[src/rtl/gb_bus_pkg.sv]
`default_nettype none
// ============================================================================
// Module  : gb_bus_pkg
// Brief   : Shared bus constants, DMA state encoding and page-folding helper.
// Revision: 1.0 - initial release
// ============================================================================
package gb_bus_pkg;

  localparam logic [15:0] REG_DMA     = 16'hFF46;
  localparam logic [15:0] OAM_BASE    = 16'hFE00;
  localparam int          OAM_SIZE    = 160;
  localparam logic [7:0]  ECHO_START  = 8'hE0;
  localparam logic [7:0]  ECHO_OFFSET = 8'h20;

  typedef enum logic [1:0] {
    IDLE  = 2'd0,
    START = 2'd1,
    READ  = 2'd2,
    WRITE = 2'd3
  } dma_state_t;

  // Pages in the echo region mirror work RAM 0x20 pages lower.
  function automatic logic [7:0] fold_page(input logic [7:0] page);
    return (page >= ECHO_START) ? (page - ECHO_OFFSET) : page;
  endfunction

endpackage
`default_nettype wire

[src/rtl/oam_dma.sv]
`default_nettype none
// ============================================================================
// Module  : oam_dma
// Brief   : Sprite attribute DMA engine. A write to the page register copies
//           N_BYTES bytes from {page,00} into OAM, one byte per two cycles.
// Revision: 1.0 - initial release
// ============================================================================
module oam_dma #(
  parameter int          N_BYTES     = gb_bus_pkg::OAM_SIZE,
  parameter int          START_DELAY = 1,
  parameter logic [15:0] REG_ADDR    = gb_bus_pkg::REG_DMA,
  parameter logic [15:0] OAM_BASE    = gb_bus_pkg::OAM_BASE
) (
  input  logic        clk,
  input  logic        rst_n,
  input  logic [15:0] A_cpu,
  input  logic [7:0]  Do_cpu,
  input  logic        wr_cpu,
  input  logic        rd_cpu,
  output logic        cs_reg,
  output logic [7:0]  Di_reg,
  output logic [15:0] A_src,
  output logic        rd_src,
  input  logic [7:0]  Do_src,
  output logic [15:0] A_oam,
  output logic [7:0]  Di_oam,
  output logic        wr_oam,
  output logic        busy,
  output logic        done
);
  import gb_bus_pkg::*;

  localparam int IDX_W = (N_BYTES > 1) ? $clog2(N_BYTES) : 1;
  localparam int DLY_W = (START_DELAY > 0) ? $clog2(START_DELAY + 1) : 1;
  localparam logic [IDX_W-1:0] LAST_IDX = IDX_W'(N_BYTES - 1);
  localparam logic [DLY_W-1:0] DLY_INIT = DLY_W'(START_DELAY);

  dma_state_t       state, state_d;
  logic [7:0]       page_reg, page_d;
  logic [IDX_W-1:0] idx, idx_d;
  logic [DLY_W-1:0] cnt, cnt_d;
  logic [7:0]       latch, latch_d;
  logic             fin, fin_d;
  logic             trig;

  assign trig = wr_cpu && (A_cpu == REG_ADDR);

  // Next-state and datapath updates; a register write overrides everything.
  always_comb begin
    state_d = state;
    idx_d   = idx;
    cnt_d   = cnt;
    latch_d = latch;
    page_d  = page_reg;
    fin_d   = 1'b0;
    case (state)
      START: begin
        cnt_d = cnt - DLY_W'(1);
        if (cnt_d == '0) state_d = READ;
      end
      READ: begin
        latch_d = Do_src;
        state_d = WRITE;
      end
      WRITE: begin
        if (idx == LAST_IDX) begin
          state_d = IDLE;
          fin_d   = 1'b1;
        end else begin
          idx_d   = idx + IDX_W'(1);
          state_d = READ;
        end
      end
      default: state_d = IDLE;
    endcase
    if (trig) begin
      page_d  = Do_cpu;
      idx_d   = '0;
      cnt_d   = DLY_INIT;
      fin_d   = 1'b0;
      state_d = (START_DELAY == 0) ? READ : START;
    end
  end

  // State register.
  always_ff @(posedge clk or negedge rst_n) begin
    if (!rst_n) state <= IDLE;
    else        state <= state_d;
  end

  // Page, index, delay counter, data latch and the delayed done pulse.
  always_ff @(posedge clk or negedge rst_n) begin
    if (!rst_n) begin
      page_reg <= 8'h00;
      idx      <= '0;
      cnt      <= '0;
      latch    <= 8'h00;
      fin      <= 1'b0;
      done     <= 1'b0;
    end else begin
      page_reg <= page_d;
      idx      <= idx_d;
      cnt      <= cnt_d;
      latch    <= latch_d;
      fin      <= fin_d;
      done     <= fin;
    end
  end

  // Bus outputs decoded from state; addresses are zero when not strobing.
  always_comb begin
    cs_reg = (A_cpu == REG_ADDR);
    Di_reg = (cs_reg && rd_cpu) ? page_reg : 8'h00;
    rd_src = (state == READ);
    wr_oam = (state == WRITE);
    busy   = (state != IDLE);
    A_src  = rd_src ? {fold_page(page_reg), 8'(idx)} : 16'h0000;
    A_oam  = wr_oam ? (OAM_BASE + 16'(idx)) : 16'h0000;
    Di_oam = wr_oam ? latch : 8'h00;
  end

endmodule
`default_nettype wire

[config.mk]
export PLATFORM = sky130hd
export DESIGN_NAME = oam_dma
export DESIGN_NICKNAME = d
export VERILOG_FILES = /design/src/rtl/gb_bus_pkg.sv /design/src/rtl/oam_dma.sv
export SDC_FILE = /design/constraint.sdc
export NUM_CORES = 1
export LEC_CHECK = 0
export ABC_AREA = 1
export BUFFER_PORTS_ARGS = -buffer_cell sky130_fd_sc_hd__buf_2
export CAP_MARGIN = 10
export CORE_UTILIZATION = 50
export CTS_CLUSTER_SIZE = 30
export DETAILED_ROUTE_END_ITERATION = 8
export GPL_ROUTABILITY_DRIVEN = 0
export PLACE_DENSITY = 0.89
export REMOVE_ABC_BUFFERS = 1
export SETUP_SLACK_MARGIN = 0.5
export SYNTH_ARGS = -nofsm -noshare
export SYNTH_HDL_FRONTEND = slang
export SYNTH_SLANG_ARGS = --single-unit
[constraint.sdc]
create_clock -name clk -period 2.6 [get_ports clk]
set_input_delay 0.39 -clock clk [delete_from_list [all_inputs] [get_ports clk]]
set_output_delay 0.39 -clock clk [all_outputs]
set_load 0.03 [all_outputs]
==> flow_summary.toml, run 1 <==
[status]
status = "completed"

[cells_and_area]
finalNetCount = 372
diodes = 0
finalInstanceArea_sq_mm = 0.00228
area_growth_pct = 25.3
drive_above_1_share_pct = 37.1
nFillCells = 313

[clocking]
clk_pin_slew_ns = 0.09
post_cts_buffers = 0
clock-sinks = 29
cts-buffers-inserted = 5
hold_buffers = 0
htreeDepth = 2
cts_resized = 0
cts_tree = "built"
root_buffer = "clkbuf_4"
cts_max_path_buffers = 2
worst_skew_pair.late_latency_ns = 0.33

[yosys]
synth-seq-cells = 29
synth_area_sq_mm = 0.00182
ys_warn_count = 0
yosysSeqAreaShare_pct = 39.8
synth_cells = 252
synth.distinct_cells = 29
synth.avg_cell_area_sq_um = 7.23

[worst_setup_path]
crit_type = "register to output port"
cp_max_fo = 4
required_ns = 2.21
crit_path_end_kind = "output port"
start_kind = "register"
arrival_ns = 1.57
r2r_slack_ns = 1.13

[timing]
layout_setup_ws_ns = 0.641
setup_viol = 0
fin_skew_ns = 0.0153
finalSetupTns_ns = 0
rsz0062_at_grt = "false"
maxSlewHeadroom_pct = 58.3
finalCriticalPeriod_ns = 1.96
worst_pin_slew_ns = 0.625
hold_violations = 0
fmax_ghz = 0.511
timing.final.crit_share_pct = 75.3
drv_slew = 0
whs_ns = 0.0667

[global_route]
grt_pass1_vias = 1759
track_usage_pct = 23.1
grt_pass1_wl_um = 7100
antenna_found_initial = 0
grt_remaining_overflow = 0
grt_max_degree = 30

[floorplanning]
num_rows = 21
die_area_sq_mm = 0.00389
die_h_um = 62.4
io_pins = 89
design.core.area_sq_mm = 0.00342
die_w_um = 62.4
initial_core_util_pct = 53.3

[pwr]
power_density_mw_per_mm2 = 552
p_sw_share_pct = 39.0
p_sw_uw = 492
ir_drop_mv = 0.250
seq_power_share_pct = 44.6
leakage_nw = 1.40
intPower_uw = 769
pwr-share-comb_pct = 33.5
clockPowerShare_pct = 21.9

[placement]
io_buffers = 87
dp_hpwl_um = 3120
place_area_sq_mm = 0.00223
pre_cts_ws_ns = 0.798

[route]
drtIter0Drc = 80
drt_pass1_iterations = 6
drc = 0
via_per_inst = 4.72
postRouteAntennaNets = 0
avgRoutedWirePerCell_um = 10.6
wirelength_um = 4010
route.vias.total = 1795

[worst_hold_path]
worst_hold_path_type = "input port to async pin"

[job]
max-cap-violations = 0
## cell usage in the layout, fill, tap and decap left out, types with 2 or more instances in the layout
| master | instances |
|---|---|
| nand4_1 | 4 |
| clkbuf_4 | 5 |
| a311oi_1 | 2 |
| dfrtp_1 | 29 |
| a21oi_2 | 8 |
| nor2_2 | 7 |
| nand2_4 | 2 |
| xor2_1 | 3 |
| o21ai_0 | 9 |
| nand2_1 | 39 |
| nor2_1 | 62 |
| nand3_1 | 14 |
| nand2_2 | 3 |
| inv_2 | 6 |
| inv_1 | 39 |
| ha_1 | 2 |
| buf_2 | 87 |
## cell families (layout without fill, tap and decap cells)
family	Yosys count	count (layout)	share of synthesized area [%]
AND/OR/NAND/NOR	137	137	34.2
buffers and inverters	58	140	14.5
flip-flops	29	29	39.8
AO/OA/AOI/OAI	22	22	8.45
XOR/XNOR	3	3	1.44
adder cells (fa/ha/maj)	2	2	1.37
other	1	1	0.206
## worst max-delay path, stage by stage (launching register included)
cell and delay [ns]:
dfrtp_1 0.41, inv_1 0.14, ha_1 0.26, a311oi_1 0.21
buf_2 0.24
## power by group through the flow
stage	clock network, mW	registers [mW]	logic, mW
CTS	0.277	0.560	0.425
global route	0.302	0.569	0.466
finish	0.276	0.562	0.422
detailed placement	0	0.568	0.424
global placement	0	0.564	0.413
floorplan	0	0.555	0.305
## per-layer routing
| metal | global-route usage [%] | wire length, um |
|---|---|---|
| met4 | 8.14 | 63 |
| met3 | 7.35 | 266 |
| met2 | 41.2 | 2050 |
| met5 | 0 | 0 |
| met1 | 25.8 | 1640 |
## synth_stat cells
cell type | instances | share of area (%)
a211oi_1 | 1 | 0.41
a21oi_1 | 1 | 0.27
a21oi_2 | 8 | 3.8
a311oi_1 | 2 | 0.96
buf_2 | 1 | 0.27
buf_4 | 8 | 3.3
buf_6 | 2 | 1.2
clkbuf_1 | 2 | 0.41
conb_1 | 1 | 0.21
dfrtp_1 | 29 | 40
ha_1 | 2 | 1.4
inv_1 | 39 | 8.0
inv_2 | 6 | 1.2
nand2_1 | 39 | 8.0
nand2_2 | 3 | 1.0
nand2_4 | 2 | 1.2
nand3_1 | 14 | 3.8
nand3_4 | 1 | 0.96
nand3b_1 | 1 | 0.41
nand4_1 | 4 | 1.4
nor2_1 | 62 | 13
nor2_2 | 7 | 2.4
nor2_4 | 1 | 0.62
nor3_1 | 1 | 0.27
nor3_4 | 1 | 0.89
o21ai_0 | 9 | 2.5
o21ai_2 | 1 | 0.48
or2_1 | 1 | 0.34
xor2_1 | 3 | 1.4
## path summary, 6_finish.rpt
| path | from | to | depth (start not counted) |
|---|---|---|---|
| worst max-delay path | page_reg[6] | A_src[14] | 4 |
| worst min-delay path | rst_n | fin | 1 |
| worst max register to register | idx[0] | idx[5] | 8 |
| worst min register to register | fin | done | 0 |
| max in group asynchronous | rst_n | latch[3] | 1 |
| min in group clk | Do_src[4] | latch[4] | 3 |
## area by class of cell
cell class	instances	area, sq um	share of cell area, %
multi-input cells	165	832	36.5
flip-flops and latches	29	726	31.8
repair buffers	88	443	19.4
inverters	45	169	7.40
well taps	46	57.6	2.52
clock buffers	7	55.1	2.41
## through the flow
stage | power [mW] | util [%] | instances
after floorplan | 0.860 | - | 239
after global placement | 0.977 | 65.2 | 373
after detailed placement | 0.992 | 65.2 | 373
after CTS | 1.26 | 66.8 | 380
after global routing | 1.34 | 66.8 | 380
final | 1.26 | 66.8 | 380
Power figures use the tool's default switching activity.
==> run 2, diff against run 1 <==
--- a/config.mk
+++ b/config.mk
@@ -8,11 +8,11 @@
 export ABC_AREA = 1
 export BUFFER_PORTS_ARGS = -buffer_cell sky130_fd_sc_hd__buf_2
 export CAP_MARGIN = 10
-export CORE_UTILIZATION = 50
+export CORE_UTILIZATION = 46
 export CTS_CLUSTER_SIZE = 30
 export DETAILED_ROUTE_END_ITERATION = 8
 export GPL_ROUTABILITY_DRIVEN = 0
-export PLACE_DENSITY = 0.89
+export PLACE_DENSITY = 0.83
 export REMOVE_ABC_BUFFERS = 1
 export SETUP_SLACK_MARGIN = 0.5
 export SYNTH_ARGS = -nofsm -noshare
==> constraint.sdc (replaced) <==
create_clock -name clk -period 2 [get_ports clk]
set_input_delay 0.3 -clock clk [delete_from_list [all_inputs] [get_ports clk]]
set_output_delay 0.3 -clock clk [all_outputs]
set_load 0.03 [all_outputs]
==> flow_summary.toml, run 2 (synthesized netlist as in run 1, its figures left out) <==
[timing]
maxSlewHeadroom_pct = 58.3
timing.final.crit_share_pct = 86.6
drv_slew = 0
finalCriticalPeriod_ns = 1.73
hold_violations = 0
rsz0062_at_grt = "true"
setup_viol = 0
finalSetupTns_ns = 0
fin_skew_ns = 0.00640
fmax_ghz = 0.577
worst_pin_slew_ns = 0.626
layout_setup_ws_ns = 0.268

[clocking]
clk_pin_slew_ns = 0.06
cts_max_path_buffers = 2
clock-sinks = 29
worst_skew_pair.late_latency_ns = 0.28
cts-buffers-inserted = 5
htreeDepth = 2
root_buffer = "clkbuf_8"
cts_tree = "built"
hold_buffers = 0

[route]
avgRoutedWirePerCell_um = 13.2
wirelength_um = 5410
postRouteAntennaNets = 0
drt_pass1_iterations = 4
drtIter0Drc = 73
drc = 0
via_per_inst = 4.85
route.vias.total = 1984

[floorplanning]
die_w_um = 64.9
die_area_sq_mm = 0.00422
io_pins = 89
num_rows = 22
die_h_um = 64.9
initial_core_util_pct = 49.0
design.core.area_sq_mm = 0.00372

[global_route]
grt_pass1_vias = 1802
track_usage_pct = 24.2
grt_max_degree = 30
antenna_found_initial = 0
grt_pass1_wl_um = 7710
grt_remaining_overflow = 0

[placement]
pre_cts_ws_ns = 0.298
io_buffers = 87
place_area_sq_mm = 0.00223
dp_hpwl_um = 3140

[pwr]
leakage_nw = 1.62
ir_drop_mv = 0.367
power_density_mw_per_mm2 = 687

[worst_setup_path]
r2r_cells = 8
arrival_ns = 1.43
crit_type = "register to output port"
cp_max_fo = 4
crit_path_end_kind = "output port"
start_kind = "register"
required_ns = 1.70

[cells_and_area]
multiInputGateArea_sq_mm = 0.00100
diodes = 0
finalInstanceArea_sq_mm = 0.00290
regArea_sq_um = 727
drive_above_1_share_pct = 52.4
mostFrequentLayoutCells = "nor2_1 (48), buf_2 (48), buf_4 (42)"
area_growth_pct = 59.2
nFillCells = 267
finalNetCount = 398

[status]
status = "completed"

[job]
max-cap-violations = 0

[worst_hold_path]
worst_hold_path_type = "input port to async pin"
==> run 2: cell types whose count changed in the layout (fill, tap and decap cells not counted), moves of 7 or more <==
cell	delta
nor2_4	+10
buf_2	-39
nand2_1	-7
nor2_1	-14
buf_6	+19
buf_4	+41
==> run 2: power by group <==
| part | internal (mW) | switching, mW |
|---|---|---|
| Combinational | 0.278 | 0.449 |
| Sequential | 0.657 | 0.0755 |
| Clock | 0.310 | 0.222 |
==> run 2: path summary, 6_finish.rpt <==
kind / from / slack [ns] / to
min: rst_n / 0.03 / fin
max in group asynchronous: rst_n / 1.53 / state[0]
max: page_reg[6] / 0.27 / A_src[14]
max reg2reg: idx[1] / 0.45 / idx[2]
min reg2reg: fin / 0.36 / done
min in group clk: Do_src[2] / 0.22 / latch[2]
==> run 2: final cells by class <==
class,count,area share [%]
well taps,48,2.07
flip-flops and latches,29,25.1
multi-input cells,165,34.6
inverters,45,6.00
clock buffers,7,3.32
repair buffers,114,28.8
clock inverters,1,0.173
==> run 2: layer usage <==
metal,vias up,part of all wire [%],track usage (%)
met5,-,0,0
met4,0,2.5,11.1
met3,15,5.8,6.51
met2,86,52,43.9
met1,905,40,25.7
li1,978,-,-
==> run 2: metrics by stage <==
stage / util (%) / total power [mW] / hold WS, ns / std cells
final: 78.0 / 1.99 / 0.0284 / 409
after global routing: 78.0 / 2.08 / 0.0817 / 409
after CTS: 70.2 / 1.89 / 0.0552 / 398
after detailed placement: 60.0 / 1.30 / 0.340 / 375
after global placement: 60.0 / 1.27 / 0.334 / 375
after floorplan: - / 1.12 / 0.00441 / 239
==> run 2: critical path, cell delays in order (launching register included) <==
cell and delay (ns):
dfrtp_1 0.39, inv_2 0.10, ha_1 0.25, a311oi_2 0.22, buf_4 0.20
==> run 2: timing repair <==
item                                    in CTS  in global routing
setup buffers                               15                 11
cloned                                       0                  0
gates resized for setup                     53                 53
pin swaps                                    8                 19
endpoints found under the hold margin        0                  0
endpoints found under the setup margin      49                 56
